==> src/rtl/link_pkg.sv <==
// -----------------------------------------------------------------------------
// link_pkg
//   Shared definitions for the board-to-board link (board_link and
//   link_rx_deser): frame geometry, payload bit positions, the TX/RX state
//   encodings and the parity helper.
//
//   Frame on the wire (7 bits, LSB first):
//     start=0, d0=connect, d1=start, d2=game_finish, d3=spare(0), P, stop=1
//
//   Build option: PARITY_CHECK_EN (see board_link / link_rx_deser).
// -----------------------------------------------------------------------------
package link_pkg;

    localparam int FRAME_BITS = 7;
    localparam int DATA_BITS  = 4;

    // Payload bit positions within the 4-bit data word
    localparam int D_CONNECT = 0;
    localparam int D_START   = 1;
    localparam int D_FINISH  = 2;
    localparam int D_SPARE   = 3;

    typedef enum logic [2:0] {
        TX_IDLE,
        TX_START,
        TX_DATA,
        TX_PAR,
        TX_STOP
    } tx_state_t;

    typedef enum logic [2:0] {
        RX_IDLE,
        RX_CHECK,
        RX_DATA,
        RX_PAR,
        RX_STOP,
        RX_WAIT_HIGH
    } rx_state_t;

    // Parity bit that makes data plus P contain an even number of ones
    function automatic logic even_parity(input logic [3:0] data);
        return ^data;
    endfunction

endpackage

==> src/rtl/link_rx_deser.sv <==
// -----------------------------------------------------------------------------
// link_rx_deser
//   Receive half of the board link: synchronises the asynchronous serial line,
//   finds start bits, samples each bit at mid-bit and checks the stop bit
//   (and, when PARITY_CHECK_EN is defined, the even parity bit).
//
//   Ports
//     clk      in   system clock
//     reset_n  in   asynchronous active-low reset
//     line     in   serial line from peer (asynchronous to clk, idle high)
//     data     out  4-bit payload of the frame being / last received;
//                   only meaningful in the cycle valid is high
//     valid    out  1-cycle pulse: frame accepted (on the stop-sample cycle)
//     err      out  1-cycle pulse: frame rejected (stop=0 or parity mismatch)
//
//   Build option: PARITY_CHECK_EN -- reject frames whose P bit is not the
//   even parity of d0..d3. Without it the P slot is sampled and ignored.
// -----------------------------------------------------------------------------
module link_rx_deser
    import link_pkg::*;
#(
    parameter int BIT_CYCLES = 868
) (
    input  logic                 clk,
    input  logic                 reset_n,
    input  logic                 line,
    output logic [DATA_BITS-1:0] data,
    output logic                 valid,
    output logic                 err
);

    localparam int CNT_W = $clog2(BIT_CYCLES);
    localparam logic [CNT_W-1:0] HALF_LAST = CNT_W'(BIT_CYCLES / 2 - 1);
    localparam logic [CNT_W-1:0] BIT_LAST  = CNT_W'(BIT_CYCLES - 1);

    logic [1:0]       sync;
    logic             line_s;
    logic             line_d;
    rx_state_t        state;
    logic [CNT_W-1:0] cnt;
    logic [1:0]       bit_idx;
    logic             par;
    logic             sample;
    logic             parity_ok;
    logic             stop_sample;

    // Two-flop synchroniser; resets to the idle-high level so no false start
    // bit is seen when reset is released.
    // NOTE: sequential state uses non-blocking assignments so every flop sees
    // the pre-edge value of its neighbours, exactly like the hardware.
    always_ff @(posedge clk or negedge reset_n) begin
        if (!reset_n) begin
            sync   <= 2'b11;
            line_d <= 1'b1;
        end else begin
            sync   <= {sync[0], line};
            line_d <= line_s;
        end
    end

    assign line_s = sync[1];

    // CHECK samples half a bit after the falling edge; every later sample is
    // one full bit after the previous one, which keeps them at mid-bit.
    assign sample = (state == RX_CHECK) ? (cnt == HALF_LAST) : (cnt == BIT_LAST);

`ifdef PARITY_CHECK_EN
    assign parity_ok = (par == even_parity(data));
`else
    logic par_unused;
    assign par_unused = par;
    assign parity_ok  = 1'b1;
`endif

    assign stop_sample = (state == RX_STOP) && sample;
    assign valid       = stop_sample && line_s && parity_ok;
    assign err         = stop_sample && !(line_s && parity_ok);

    always_ff @(posedge clk or negedge reset_n) begin
        if (!reset_n) begin
            state   <= RX_IDLE;
            cnt     <= '0;
            bit_idx <= '0;
            data    <= '0;
            par     <= 1'b0;
        end else begin
            case (state)
                RX_IDLE: begin
                    cnt <= '0;
                    if (line_d && !line_s) begin
                        state <= RX_CHECK;
                    end
                end
                // After a framing error the line may still be low; re-arm
                // only once it has returned high.
                RX_WAIT_HIGH: begin
                    cnt <= '0;
                    if (line_s) begin
                        state <= RX_IDLE;
                    end
                end
                default: begin
                    if (!sample) begin
                        cnt <= cnt + 1'b1;
                    end else begin
                        cnt <= '0;
                        case (state)
                            RX_CHECK: begin
                                // Line already high again: a glitch, not a start bit
                                if (line_s) begin
                                    state <= RX_IDLE;
                                end else begin
                                    state   <= RX_DATA;
                                    bit_idx <= '0;
                                end
                            end
                            RX_DATA: begin
                                data[bit_idx] <= line_s;
                                bit_idx       <= bit_idx + 1'b1;
                                if (bit_idx == 2'(DATA_BITS - 1)) begin
                                    state <= RX_PAR;
                                end
                            end
                            RX_PAR: begin
                                par   <= line_s;
                                state <= RX_STOP;
                            end
                            RX_STOP: begin
                                state <= line_s ? RX_IDLE : RX_WAIT_HIGH;
                            end
                            default: begin
                                state <= RX_IDLE;
                            end
                        endcase
                    end
                end
            endcase
        end
    end

endmodule

==> src/rtl/board_link.sv <==
// -----------------------------------------------------------------------------
// board_link
//   Two-board multiplayer link. Continuously serialises the local
//   connect/start/finish levels onto link_tx, deserialises the peer's frames
//   from link_rx into receive_* levels, and drops link_up (clearing receive_*)
//   when no valid frame has arrived for TIMEOUT_FRAMES frame times.
//
//   Parameters
//     BIT_CYCLES      clk cycles per bit (>= 4)
//     TIMEOUT_FRAMES  frame times without a valid frame before link loss
//
//   Ports
//     clk                  in   system clock
//     reset_n              in   asynchronous active-low reset
//     send_connect         in   local connect request (level)
//     send_start           in   local start request (level)
//     send_game_finish     in   local game finished (level)
//     link_tx              out  serial line to peer, idle high
//     link_rx              in   serial line from peer, asynchronous
//     receive_connect      out  peer connect flag
//     receive_start        out  peer start flag
//     receive_game_finish  out  peer finish flag
//     link_up              out  high while valid frames keep arriving
//     frame_err            out  1-cycle pulse per rejected rx frame
//
//   Build option: PARITY_CHECK_EN -- transmit even parity over d0..d3 and
//   reject received frames whose parity does not match. Without it P is sent
//   as 0 and ignored on receive; frame timing is identical in both builds.
// -----------------------------------------------------------------------------
module board_link
    import link_pkg::*;
#(
    parameter int BIT_CYCLES     = 868,
    parameter int TIMEOUT_FRAMES = 8
) (
    input  logic clk,
    input  logic reset_n,
    input  logic send_connect,
    input  logic send_start,
    input  logic send_game_finish,
    output logic link_tx,
    input  logic link_rx,
    output logic receive_connect,
    output logic receive_start,
    output logic receive_game_finish,
    output logic link_up,
    output logic frame_err
);

    localparam int TX_CNT_W = $clog2(BIT_CYCLES);
    localparam logic [TX_CNT_W-1:0] TX_BIT_LAST = TX_CNT_W'(BIT_CYCLES - 1);

    localparam int TO_LIMIT = TIMEOUT_FRAMES * FRAME_BITS * BIT_CYCLES;
    localparam int TO_W     = $clog2(TO_LIMIT + 1);
    localparam logic [TO_W-1:0] TO_MAX  = TO_W'(TO_LIMIT);
    localparam logic [TO_W-1:0] TO_LAST = TO_W'(TO_LIMIT - 1);

    // ------------------------------------------------------------------ TX
    tx_state_t              tx_state;
    logic [TX_CNT_W-1:0]    tx_cnt;
    logic [1:0]             tx_idx;
    logic [DATA_BITS-1:0]   shadow;
    logic                   tx_par;

`ifdef PARITY_CHECK_EN
    assign tx_par = even_parity(shadow);
`else
    assign tx_par = 1'b0;
`endif

    // link_tx is a flop so the line never glitches; state changes only at
    // bit boundaries. The send_* levels are captured once per frame at the
    // start bit so a frame is always self-consistent.
    always_ff @(posedge clk or negedge reset_n) begin
        if (!reset_n) begin
            tx_state <= TX_IDLE;
            tx_cnt   <= '0;
            tx_idx   <= '0;
            shadow   <= '0;
            link_tx  <= 1'b1;
        end else if (tx_cnt != TX_BIT_LAST) begin
            tx_cnt <= tx_cnt + 1'b1;
        end else begin
            tx_cnt <= '0;
            case (tx_state)
                TX_IDLE, TX_STOP: begin
                    tx_state          <= TX_START;
                    link_tx           <= 1'b0;
                    shadow[D_CONNECT] <= send_connect;
                    shadow[D_START]   <= send_start;
                    shadow[D_FINISH]  <= send_game_finish;
                    shadow[D_SPARE]   <= 1'b0;
                end
                TX_START: begin
                    tx_state <= TX_DATA;
                    tx_idx   <= '0;
                    link_tx  <= shadow[0];
                end
                TX_DATA: begin
                    if (tx_idx == 2'(DATA_BITS - 1)) begin
                        tx_state <= TX_PAR;
                        link_tx  <= tx_par;
                    end else begin
                        tx_idx  <= tx_idx + 1'b1;
                        link_tx <= shadow[tx_idx + 2'd1];
                    end
                end
                TX_PAR: begin
                    tx_state <= TX_STOP;
                    link_tx  <= 1'b1;
                end
                default: begin
                    tx_state <= TX_IDLE;
                    link_tx  <= 1'b1;
                end
            endcase
        end
    end

    // ------------------------------------------------------------------ RX
    logic [DATA_BITS-1:0] rx_data;
    logic                 rx_valid;
    logic                 rx_err;

    link_rx_deser #(
        .BIT_CYCLES (BIT_CYCLES)
    ) u_rx (
        .clk     (clk),
        .reset_n (reset_n),
        .line    (link_rx),
        .data    (rx_data),
        .valid   (rx_valid),
        .err     (rx_err)
    );

    // The spare payload bit carries no meaning on receive.
    logic spare_unused;
    assign spare_unused = rx_data[D_SPARE];

    // ------------------------------------------- receive flags and timeout
    logic [TO_W-1:0] to_cnt;

    // A valid frame takes priority over the timeout reaching its limit in the
    // same cycle. Once saturated the counter keeps receive_* cleared.
    always_ff @(posedge clk or negedge reset_n) begin
        if (!reset_n) begin
            receive_connect     <= 1'b0;
            receive_start       <= 1'b0;
            receive_game_finish <= 1'b0;
            link_up             <= 1'b0;
            frame_err           <= 1'b0;
            to_cnt              <= '0;
        end else begin
            frame_err <= rx_err;
            if (rx_valid) begin
                receive_connect     <= rx_data[D_CONNECT];
                receive_start       <= rx_data[D_START];
                receive_game_finish <= rx_data[D_FINISH];
                link_up             <= 1'b1;
                to_cnt              <= '0;
            end else begin
                if (to_cnt != TO_MAX) begin
                    to_cnt <= to_cnt + 1'b1;
                end
                if (to_cnt >= TO_LAST) begin
                    receive_connect     <= 1'b0;
                    receive_start       <= 1'b0;
                    receive_game_finish <= 1'b0;
                    link_up             <= 1'b0;
                end
            end
        end
    end

endmodule

==> config.mk <==
export PLATFORM = sky130hd
export DESIGN_NAME = board_link
export DESIGN_NICKNAME = d
export VERILOG_FILES = /design/src/rtl/link_pkg.sv /design/src/rtl/link_rx_deser.sv /design/src/rtl/board_link.sv
export SDC_FILE = /design/constraint.sdc
export NUM_CORES = 1
export LEC_CHECK = 0
export ABC_AREA = 1
export BUFFER_PORTS_ARGS = -buffer_cell sky130_fd_sc_hd__buf_2
export CAP_MARGIN = 10
export CORE_MARGIN = 2
export CORE_UTILIZATION = 50
export CTS_BUF_LIST = sky130_fd_sc_hd__clkbuf_8
export CTS_CLUSTER_DIAMETER = 30
export CTS_CLUSTER_SIZE = 16
export DETAILED_ROUTE_END_ITERATION = 10
export PLACE_DENSITY_LB_ADDON = 0.3
export RECOVER_POWER = 25
export SYNTH_ARGS = -nofsm -noshare
export SYNTH_HDL_FRONTEND = slang
export SYNTH_SLANG_ARGS = --single-unit
==> constraint.sdc <==
create_clock -name clk -period 4.15 [get_ports clk]
set_input_delay 0.2075 -clock clk [delete_from_list [all_inputs] [get_ports clk]]
set_output_delay 0.2075 -clock clk [all_outputs]
set_load 0.01 [all_outputs]
==> results.yml <==
cts:
  h-tree-depth: 3
  clock_latency_ns: 0.34
  clkSlewWorstSetupHoldPaths_ns: 0.07
  cts_resized: 0
  ctsRootBufferMaster: "clkbuf_8"
  cts_tree: "yes"
  cts_buffers: 9
  cts_sinks: 61
  clockBufferDepth: 2
synthesis:
  ys_types: 33
  yosysMostFrequentCell: "nand2_1"
  synth_common_cells: "95 x nand2_1, 57 x dfrtp_1, 49 x inv_1, 44 x nor2_1, 36 x nand3_1"
  synth_edf_count: 0
  yosysTopAreaCell: "dfrtp_1"
  ys_warn_count: 0
  syn_inst: 395
  ys_seq_elements: 61
  async_flop_share: 1.00
  synth_area_sq_um: 3270
  yosysTopAreaCellShare: 0.436
  synth_seq_area_share: 0.468
  yosys_most_used_dff: "dfrtp_1"
  syn-num-nets: 410
  avgSynthCellArea_sq_um: 8.29
  ys_top_cells_by_area: "dfrtp_1 44%, nand2_1 11%, inv_1 5.6%"
sta:
  final.period_utilization: 0.523
  period_needed_ns: 2.17
  hold_viol_final: 0
  slew_violations: 0
  worstMarginPinSlew_ns: 1.08
  setup_tns_ns: 0
  skew_ns: 0.00541
  rsz0062_at_grt: "no"
  slew_headroom: 0.280
  setup_viol_count_final: 0
  fin_hold_ws_ns: 0.122
  fmax_ghz: 0.461
  worst_slack_ns: 1.98
placed_design:
  pre_cts_ws_ns: 2.52
  placed_cells: 480
  post-dp-hpwl_um: 4020
  io_buffer_count: 11
  gp_congestion: 0.854
  place_area_sq_um: 3380
setup_path:
  required_ns: 4.46
  worstReg2RegEnd: "tx_state[0]"
  end_kind: "asynchronous set/reset pin"
  arrival_ns: 2.48
  r2r_slack_ns: 2.51
  cp-endpoint: "to_cnt[0]"
  cp_max_fo: 43
  cp-start-kind: "input pin"
  worstSetupStartpoint: "reset_n"
  r2r-start: "tx_cnt[5]"
  reg2reg_depth: 7
  critPathKind: "input pin to asynchronous set/reset pin"
drt:
  drtPass1Iterations: 4
  vias_per_cell: 4.96
  wirelength_um: 5830
  vias: 2471
  drc_errors: 0
  ant_nets: 0
  wl_per_cell_um: 11.7
  drtIter0Drc: 135
floorplan:
  dieArea_sq_um: 7210
  die_w_um: 84.9
  rows: 29
  io_pins: 12
  core_sq_um: 6350
  die_h_um: 84.9
  start_util: 0.516
hold_path:
  hold_path_class: "input pin to register"
cells_and_area:
  utilization: 0.569
  diodes: 0
  stdcell_area_sq_um: 3610
  final-instance-count-excl-fill: 498
  area_growth_pct: 10.3
  nNetsFinal: 431
  drive_gt1_frac: 0.143
grt:
  antenna_found_initial: 0
  track_usage: 0.183
  grt-ovfl-total: 0
  grt_max_degree: 44
  grt_pass1_wl_um: 10600
  grt_pass1_vias: 2468
power_and_ir_drop:
  vdd_drop_max_mv: 0.288
  powerDensity_nw_per_um2: 404
  finalPower_mw: 1.46
  p_leak_nw: 1.77
outcome:
  status: "finished, final reports clean"
job:
  cap_viol_max_count: 0
sequential cells by signal (all words and copies together) (netlist names):
name                 flops
tx_idx                   2
link_tx                  1
u_rx.line_d              1
tx_state                 3
tx_cnt                  10
u_rx.bit_idx             2
u_rx.state               3
u_rx.cnt                10
u_rx.sync                2
receive_start            1
shadow                   3
u_rx.data                3
link_up                  1
to_cnt                  16
receive_game_finish      1
receive_connect          1
frame_err                1
timing repair:
item,CTS,global route
hold endpoints to repair,18,0
buffers inserted,0,0
hold buffers,2,0
area by class of cell:
type                    instances  area [sq um]
multi-input cells             278          1490
inverters                      52           198
flip-flops and latches         61          1530
clock inverters                 6          86.3
fillers                       548          2740
repair buffers                 14          71.3
well taps                      77          96.3
clock buffers                  10           138
worst max-delay path, cell delays in order:
cell,delay (ns)
dlygate4sd3_1,0.52
clkbuf_1,0.80
clkbuf_2,0.94
cell families (layout without fill, tap and decap cells):
| logic type | after synthesis | after routing | share of synthesized area |
|---|---|---|---|
| AOI/OAI and AO/OA | 21 | 21 | 0.0378 |
| xor gates and xnor gates | 17 | 17 | 0.0455 |
| adders and majority gates | 9 | 9 | 0.0344 |
| buffers and inverters | 56 | 82 | 0.0768 |
| DFF | 61 | 61 | 0.468 |
| and+or+nand+nor | 231 | 231 | 0.338 |
power by group:
group / total [mW] / switching [mW] / internal (mW) / leakage (nW)
Sequential: 0.653 / 0.0315 / 0.621 / 0.787
Combinational: 0.212 / 0.149 / 0.0629 / 0.866
Clock: 0.594 / 0.241 / 0.353 / 0.112
Total: 1.46 / 0.421 / 1.04 / 1.77
routing by layer:
layer | up-vias | global-route usage | share of wire
met5 | - | 0 | 0
met4 | 0 | 0.0967 | 0.020
met3 | 10 | 0.0321 | 0.023
met2 | 26 | 0.304 | 0.47
met1 | 1145 | 0.228 | 0.49
li1 | 1290 | - | -
cell usage in the layout, fill, tap and decap left out, types with 3 or more instances in the layout:
cell type  instances
nand4_1           10
clkbuf_8          10
nor3_1            10
clkbuf_1           7
nor2_1            44
nand2_2            3
ha_1               9
nor3_2             4
or2_2              3
dfrtp_1           57
dfstp_2            3
xnor2_1            3
a21oi_1            7
buf_2              4
xor2_1            14
inv_1             50
nand3_1           36
nor2_2            16
o21ai_0            9
nand2_1           95
how the worst min path moves through the flow:
stage	startpoint	endpoint	slack (ns)	cells past startpoint
after CTS	send_start	shadow[1]	0.11	3
after global routing	send_game_finish	shadow[2]	0.12	3
after global placement	reset_n	tx_cnt[4]	0.17	1
after detailed placement	reset_n	tx_cnt[4]	0.18	1
final	send_start	shadow[1]	0.12	3
after floorplan	reset_n	frame_err	-0.09	0
(Power assumes the default switching activity.)
